==> src/rtl/morse_pkg.sv <==
// Shared state type and Morse timing constants for the blink sequencer.
// The WRD_GAP state exists only when MORSE_WORD_GAP_EN is defined.
package morse_pkg;

    localparam int MORSE_PAT_W = 5;
    localparam int MORSE_LEN_W = 3;
    localparam int UNITS_W     = 3;
    localparam int MAX_UNITS   = 7;

    localparam logic [UNITS_W-1:0] DOT_UNITS     = 3'd1;
    localparam logic [UNITS_W-1:0] DASH_UNITS    = 3'd3;
    localparam logic [UNITS_W-1:0] SYM_GAP_UNITS = 3'd1;
    localparam logic [UNITS_W-1:0] LTR_GAP_UNITS = 3'd3;
    localparam logic [UNITS_W-1:0] WRD_GAP_UNITS = 3'd7;

    typedef enum logic [2:0] {
        IDLE,
        MARK,
        SYM_GAP,
        LTR_GAP
`ifdef MORSE_WORD_GAP_EN
        , WRD_GAP
`endif
    } morse_state_t;

endpackage

==> src/rtl/morse_unit_timer.sv <==
// Loadable down-counter measuring whole Morse units; expired is high while
// the count reads 0, which is the last cycle of the loaded duration.
module morse_unit_timer
    import morse_pkg::*;
#(
    parameter int CLKS_PER_UNIT = 2_500_000
) (
    input  logic               clk,
    input  logic               rst_n,
    input  logic               load,
    input  logic [UNITS_W-1:0] units,
    output logic               expired
);

    localparam int               CNT_W = $clog2(MAX_UNITS * CLKS_PER_UNIT);
    localparam logic [CNT_W-1:0] CLKS  = CNT_W'(CLKS_PER_UNIT);

    logic [CNT_W-1:0] count;
    logic [CNT_W-1:0] load_val;

    assign load_val = CNT_W'(units) * CLKS - CNT_W'(1);
    assign expired  = (count == '0);

    always_ff @(posedge clk or negedge rst_n) begin
        if (!rst_n) begin
            count <= '0;
        end else if (load) begin
            count <= load_val;
        end else if (count != '0) begin
            count <= count - CNT_W'(1);
        end
    end

endmodule

==> src/rtl/morse_blink_sequencer.sv <==
// Plays one Morse character on the LED with standard unit timing and pulses
// o_Done after the letter gap. Define MORSE_WORD_GAP_EN to turn invalid starts into a 7-unit word gap.
module morse_blink_sequencer
    import morse_pkg::*;
#(
    parameter int CLKS_PER_UNIT = 2_500_000
) (
    input  logic                   i_Clk,
    input  logic                   i_Rst_n,
    input  logic                   i_Start,
    input  logic [MORSE_PAT_W-1:0] i_Morse_Pattern,
    input  logic [MORSE_LEN_W-1:0] i_Morse_Length,
    input  logic                   i_Valid,
    input  logic                   i_Abort,
    output logic                   o_Ready,
    output logic                   o_LED,
    output logic                   o_Done
);

    morse_state_t           state;
    morse_state_t           next_state;
    logic [MORSE_PAT_W-1:0] pattern;
    logic [MORSE_LEN_W-1:0] sym_left;
    logic                   char_ok;
    logic                   accept;
    logic                   advance;
    logic                   timer_load;
    logic                   timer_expired;
    logic [UNITS_W-1:0]     timer_units;

    function automatic logic [UNITS_W-1:0] mark_units(input logic is_dash);
        return is_dash ? DASH_UNITS : DOT_UNITS;
    endfunction

    assign char_ok = i_Valid && (i_Morse_Length != '0) && (i_Morse_Length <= 3'd5);
    assign o_Ready = (state == IDLE);

    morse_unit_timer #(
        .CLKS_PER_UNIT (CLKS_PER_UNIT)
    ) u_timer (
        .clk     (i_Clk),
        .rst_n   (i_Rst_n),
        .load    (timer_load),
        .units   (timer_units),
        .expired (timer_expired)
    );

    always_ff @(posedge i_Clk or negedge i_Rst_n) begin
        if (!i_Rst_n) begin
            state <= IDLE;
        end else begin
            state <= next_state;
        end
    end

    // Every state entry reloads the timer, so states chain with no bubble cycles.
    always_comb begin
        next_state  = state;
        timer_load  = 1'b0;
        timer_units = DOT_UNITS;
        accept      = 1'b0;
        advance     = 1'b0;
        o_Done      = 1'b0;
        if (state != IDLE && i_Abort) begin
            next_state = IDLE;
        end else begin
            case (state)
                IDLE: begin
                    if (i_Start && !i_Abort) begin
                        if (char_ok) begin
                            accept      = 1'b1;
                            timer_load  = 1'b1;
                            timer_units = mark_units(i_Morse_Pattern[MORSE_PAT_W-1]);
                            next_state  = MARK;
                        end
`ifdef MORSE_WORD_GAP_EN
                        else begin
                            timer_load  = 1'b1;
                            timer_units = WRD_GAP_UNITS;
                            next_state  = WRD_GAP;
                        end
`endif
                    end
                end
                MARK: begin
                    if (timer_expired) begin
                        timer_load = 1'b1;
                        if (sym_left > 3'd1) begin
                            timer_units = SYM_GAP_UNITS;
                            next_state  = SYM_GAP;
                        end else begin
                            timer_units = LTR_GAP_UNITS;
                            next_state  = LTR_GAP;
                        end
                    end
                end
                SYM_GAP: begin
                    if (timer_expired) begin
                        // The next symbol is still one bit below the MSB until the shift lands.
                        timer_load  = 1'b1;
                        timer_units = mark_units(pattern[MORSE_PAT_W-2]);
                        advance     = 1'b1;
                        next_state  = MARK;
                    end
                end
                LTR_GAP: begin
                    if (timer_expired) begin
                        o_Done     = 1'b1;
                        next_state = IDLE;
                    end
                end
`ifdef MORSE_WORD_GAP_EN
                WRD_GAP: begin
                    if (timer_expired) begin
                        o_Done     = 1'b1;
                        next_state = IDLE;
                    end
                end
`endif
                default: next_state = IDLE;
            endcase
        end
    end

    always_ff @(posedge i_Clk or negedge i_Rst_n) begin
        if (!i_Rst_n) begin
            pattern  <= '0;
            sym_left <= '0;
            o_LED    <= 1'b0;
        end else begin
            o_LED <= (next_state == MARK);
            if (accept) begin
                pattern  <= i_Morse_Pattern;
                sym_left <= i_Morse_Length;
            end else if (advance) begin
                pattern  <= {pattern[MORSE_PAT_W-2:0], 1'b0};
                sym_left <= sym_left - MORSE_LEN_W'(1);
            end
        end
    end

endmodule
==> config.mk <==
export PLATFORM = sky130hd
export DESIGN_NAME = morse_blink_sequencer
export DESIGN_NICKNAME = d
export VERILOG_FILES = /design/src/rtl/morse_pkg.sv /design/src/rtl/morse_unit_timer.sv /design/src/rtl/morse_blink_sequencer.sv
export SDC_FILE = /design/constraint.sdc
export NUM_CORES = 1
export LEC_CHECK = 0
export ABC_AREA = 1
export CAP_MARGIN = 10
export CORE_ASPECT_RATIO = 1.75
export CORE_UTILIZATION = 58
export DETAILED_ROUTE_END_ITERATION = 8
export PLACE_DENSITY = 0.79
export SETUP_SLACK_MARGIN = 0.4
export SLEW_MARGIN = 20
export SYNTH_ARGS = -nofsm -noshare
export SYNTH_HDL_FRONTEND = slang
export SYNTH_SLANG_ARGS = --single-unit
==> constraint.sdc <==
create_clock -name i_Clk -period 2.4 [get_ports i_Clk]
set_input_delay 0.48 -clock i_Clk [delete_from_list [all_inputs] [get_ports i_Clk]]
set_output_delay 0.48 -clock i_Clk [all_outputs]
set_load 0.02 [all_outputs]
* Yosys cells after proc, flatten, opt, wreduce, memory -nomap -nowiden
Index checks and enable logic that the tools add are counted.
Cells by class: reductions and logical operators 13, eq/ne operators 4, multiply operators 1, muxes and demuxes 34, $lt $le $gt $ge 2, add/sub/neg operators 3
Operator list (number):
- $mux 25 | 2
- $sub 25x1->25 const B | 2
- $logic_not 25->1 | 1
- $reduce_bool 25->1 | 1
- $mux 3 | 8
- $mul 2x17->19 const B | 1
- $mux 2 | 8
- $pmux 3 s4 | 1
- $mux 1 | 11
- $mux 4 | 2
- $eq 3x1->1 const B | 2
- $eq 3x2->1 const B | 2
- $pmux 2 s3 | 1
- $reduce_bool 3->1 | 2
- $logic_and 1x1->1 | 4
- $reduce_bool 2->1 | 2
- $gt 3x1->1 const B | 1
- $le 3x3->1 const B | 1
- $logic_not 3->1 | 1
- $sub 3x1->3 const B | 1
- $pmux 1 s2 | 1
- $reduce_or 2->1 | 1
- $logic_not 1->1 | 1
Word-level totals: output and inout port bits 3, logic and storage cells 62, input bits 13, register bits after elaboration 36

* Logic depth before layout (Yosys ltp)
word-level depth 10, depth in mapped cells 12, depth with buffers taken out 12

* Modules after synthesis
Synthesis repeated with hierarchy kept, for this count alone.
Second synthesis, totals: cell total of the unflattened synthesis 427, area, all modules 3072.9 um2
By module, submodules not included:
- morse_unit_timer | instances 1, cells an instance 326, area an instance 2323.5 um2, sequential area each 625.6 um2
- morse_blink_sequencer | instances 1, cells an instance 101, area an instance 749.5 um2, sequential area each 275.3 um2

* Least setup slack after synthesis
Ideal clock, no wire load.
path kind reg-to-output, from register u_timer.count[0], to output port o_Done, stages on the path, launching flop included 10, path buffers 1, slack 337 ps, arrival time 1583 ps, data required time 1920 ps, cell sequence dfrtp_1 -> inv_1 -> ha_1 -> nand2_2 -> nor2_8 -> nand2_4 -> nor2_4 -> buf_6 -> inv_2 -> nor2_1
On the way: cells in the longest elaborated chain, start to end 4
Ends and longest elaborated chain:
- start, declared | RTL line morse_unit_timer.sv:18 | logic [CNT_W-1:0] count;
- start signal, assigned | RTL line morse_unit_timer.sv:28 | count <= load_val;
- start signal, assigned | RTL line morse_unit_timer.sv:30 | count <= count - CNT_W'(1);
- $logic_not 25->1 | RTL line morse_unit_timer.sv:22 | assign expired = (count == '0);
- $mux 1 | RTL line morse_blink_sequencer.sv:107 | if (timer_expired) begin
- $mux 1 | RTL line morse_blink_sequencer.sv:67 | case (state)
- $mux 1 | RTL line morse_blink_sequencer.sv:64 | if (state != IDLE && i_Abort) begin
- end, declared | RTL line morse_blink_sequencer.sv:17 | output logic o_Done
No other way between the ends.

* Worst setup path after layout
from register u_timer.count[11], to output port o_Done
Same word-level chain as after synthesis.

==> key figures <==
Logic synthesis
  – Yosys reg bits: 36
  – Cells after synthesis: 300
  – Post-synth cell types: 33
  – Largest family of logic cells by synthesized area: simple AND/OR/NAND/NOR gates
  – Area of the mapped netlist: 2220 um^2
  – Async set-reset flop share out of synthesis: 100%
  – Synth Net Count: 315
  – Simple-gate area share of the yosys netlist: 37.6%
  – Synth Warn #: 0
  – Synth area leaders: dfrtp_1, nand2_1, nor2_1
  – Synth Area in Adders: 1.13%
  – Compound-Gate Fraction of Synth Area: 7.32%
  – Post-synth EDFFs: 0
  – Post-synth top area share: 40.5%
  – Sequential cell area fraction in the yosys report: 40.5%
  – Synth Area in XOR/XNOR: 4.73%
  – Yosys top cell by area: dfrtp_1
  – Syn_area_per_cell: 7.41 um^2
  – Mux cell area share after synthesis: 0%
  – Synth Flop Type: dfrtp_1

Critical path
  – Setup CP Type: reg -> out
  – Critical path data required time: 1920 ps
  – CP endpoint kind: output pin
  – Data arrival, critical path: 1590 ps
  – Reg2reg path depth: 12
  – Crit-path most repeated cell: nor2_4
  – Critical-path maximum fanout: 4
  – CP max stage delay: 420 ps
  – Crit path from: u_timer.count[11]$_DFFE_PN0P_
  – Crit path launch type: register
  – CP cell instances: nor2_2, nand2_1, inv_1, nand2_4, nor2_4, inv_4, nor2_4, buf_6
  – Launching point of the worst reg2reg path: u_timer.count[11]$_DFFE_PN0P_
  – Worst path slowest cell: dfrtp_1

Global route
  – First-pass GRT wire length: 9030 um
  – Vias in the first global route: 2185
  – Total track usage: 29.4%
  – Largest net degree at the start of global routing: 37
  – Grt ovf: 0
  – Antenna violations before repair: 0

Layout
  – Nets: 359
  – Layout cells sized above 1: 21.5%
  – N_diodes: 0
  – Design area: 2750 um^2
  – Layout Utilization: 75.7%
  – Storage element area: 901 um^2
  – Commonest non-fill, non-tap cells in the layout: nand2_1, nor2_1, inv_1, dfrtp_1, buf_4
  – Area of the multi-input gates: 1210 um^2
  – Fill cell count: 259
  – Area Growth Syn to Fin: 23.5%
  – Commonest non-fill, non-tap cell in the layout: nand2_1

Die
  – Die W: 48.8 um
  – Placement Rows: 29
  – Die area: 4090 um^2
  – Initial Util: 61.3%
  – Area of the core: 3630 um^2
  – Die height: 83.9 um
  – Boundary Pins: 16

STA
  – Final setup violation count: 0
  – Period minus WS final: 2070 ps
  – Worst-case clock skew: 9.74 ps
  – Tcrit/Tclk final: 86.4%
  – RSZ-0062 raised after global routing: yes
  – Final-report max-slew violation count: 0
  – Worst slew pin tran: 808 ps
  – Setup TNS Final: 0 ps
  – Slew HR: 46.1%
  – Final hold violation count: 0
  – Fmax: 482 MHz

Clocking
  – CTS Buf Count: 5
  – Clk pin slew, worst setup/hold paths: 70 ps
  – Clock Root Buffer: clkbuf_8
  – CTS tree: yes
  – Htree depth: 2
  – # clock sinks: 36
  – Clk_lat worst skew: 300 ps
  – Clk buf depth: 2
  – Cts hold-fix bufs: 0

Placement
  – Post-placement cell area: 2480 um^2
  – DP HPWL: 3880 um
  – Global placer's final weighted congestion: 0.921
  – IO buf count: 15

Pwr
  – Sw frac: 37.7%
  – Pleak: 1.33 nW
  – PD cells: 775 nW/um^2
  – Switching power: 803 uW
  – Comb pwr share: 37.5%
  – Clock power share: 19.5%
  – Internal: 1.33 mW
  – Reg power frac: 43.0%
  – Peak supply drop: 654 uV

Drt
  – Vias: 2131
  – Iter 0 DRT Violations: 96
  – Drt drc: 0
  – Routed vias/inst: 5.46
  – Wire per inst: 14.6 um
  – DRT antenna net count: 0
  – DRT Wirelength: 5680 um
  – Detailed Routing Iterations Pass 1: 4

Outcome
  – Status: completed

Min path
  – Hold Path Class: in -> async

Job
  – Max cap viols: 0
==> layer usage <==
metal | track usage [%] | vias up | share of wire [%] | routed length (um)
li1 | - | 1022 | - | -
met1 | 26.5 | 1002 | 35 | 1980
met2 | 57.6 | 82 | 57 | 3220
met3 | 5.46 | 25 | 4.2 | 239
met4 | 17.1 | 0 | 4.1 | 235
met5 | 0 | - | 0 | 0
==> cell type report <==
cell class / instances / area share [%]
Timing Repair Buffer: 40 / 12.1
Multi-Input combinational cell: 219 / 44.1
Clock inverter: 1 / 0.182
Inverter: 42 / 6.01
Tap cell: 46 / 2.10
Sequential cell: 36 / 32.8
Clock buffer: 6 / 2.64
==> worst max-delay path, delay by kind of cell (launching register included) <==
family / cells / cell delay, ps
and+or+nand+nor: 5 / 550
DFF: 1 / 420
buffers and inverters: 3 / 320
==> repair_timing <==
| action | CTS | global route |
|---|---|---|
| pin swaps | 3 | 7 |
| gates resized for setup | 15 | 16 |
| endpoints found under the setup margin | 11 | 21 |
| hold endpoints to repair | 0 | 0 |
| buffers inserted | 3 | 12 |
==> sequential cells by signal (all words and copies together), names as in the netlist <==
| name | cells |
|---|---|
| u_timer.count | 25 |
| pattern | 4 |
| state | 3 |
| sym_left | 3 |
| o_LED | 1 |
==> kinds of logic (layout without fill, tap and decap cells) <==
| group | count (synthesis) | count (layout) |
|---|---|---|
| flip-flops | 36 | 36 |
| adder cells (fa/ha/maj) | 2 | 2 |
| AND/OR/NAND/NOR | 177 | 177 |
| AO/OA/AOI/OAI | 27 | 27 |
| buffers and inverters | 45 | 89 |
| other | 1 | 1 |
| XOR/XNOR | 12 | 12 |
==> cell usage after synthesis, drive strengths merged (2+ instances only) <==
library cell and instances:
nand3 22, o211ai 5, nand2 76, a21oi 7, dfrtp 36, xnor2 8, nor3 9, nand3b 3
ha 2, nor2 62, xor2 4, o21ai 14, nand4 3, buf 2, inv 41
==> per-stage QoR <==
| step | setup slack (ps) | power [mW] | instances | hold WS, ps |
|---|---|---|---|---|
| after detailed placement | 80.4 | 1.51 | 368 | 472 |
| final | 325 | 2.13 | 390 | 272 |
| after floorplan | 426 | 1.31 | 300 | 184 |
| after global placement | 123 | 1.48 | 368 | 470 |
| after CTS | 320 | 1.98 | 378 | 305 |
| after global routing | 189 | 2.25 | 390 | 366 |
==> power groups by stage <==
stage	combinational, mW	clock [mW]	sequential, mW
after floorplan	0.448	0	0.866
after detailed placement	0.607	0	0.900
after global routing	0.887	0.440	0.928
after CTS	0.667	0.413	0.896
final	0.798	0.416	0.915
after global placement	0.586	0	0.895
==> worst paths after layout <==
kind / end / slack, ps
min reg2reg: pattern[1]$_DFFE_PN0P_ / 490
min: u_timer.count[7]$_DFFE_PN0P_ / 270
max in group asynchronous: u_timer.count[17]$_DFFE_PN0P_ / 1620
max: o_Done / 330
max reg2reg: u_timer.count[14]$_DFFE_PN0P_ / 410
min in group i_Clk: pattern[1]$_DFFE_PN0P_ / 490
Note: power is estimated with default switching activity, not from simulation.
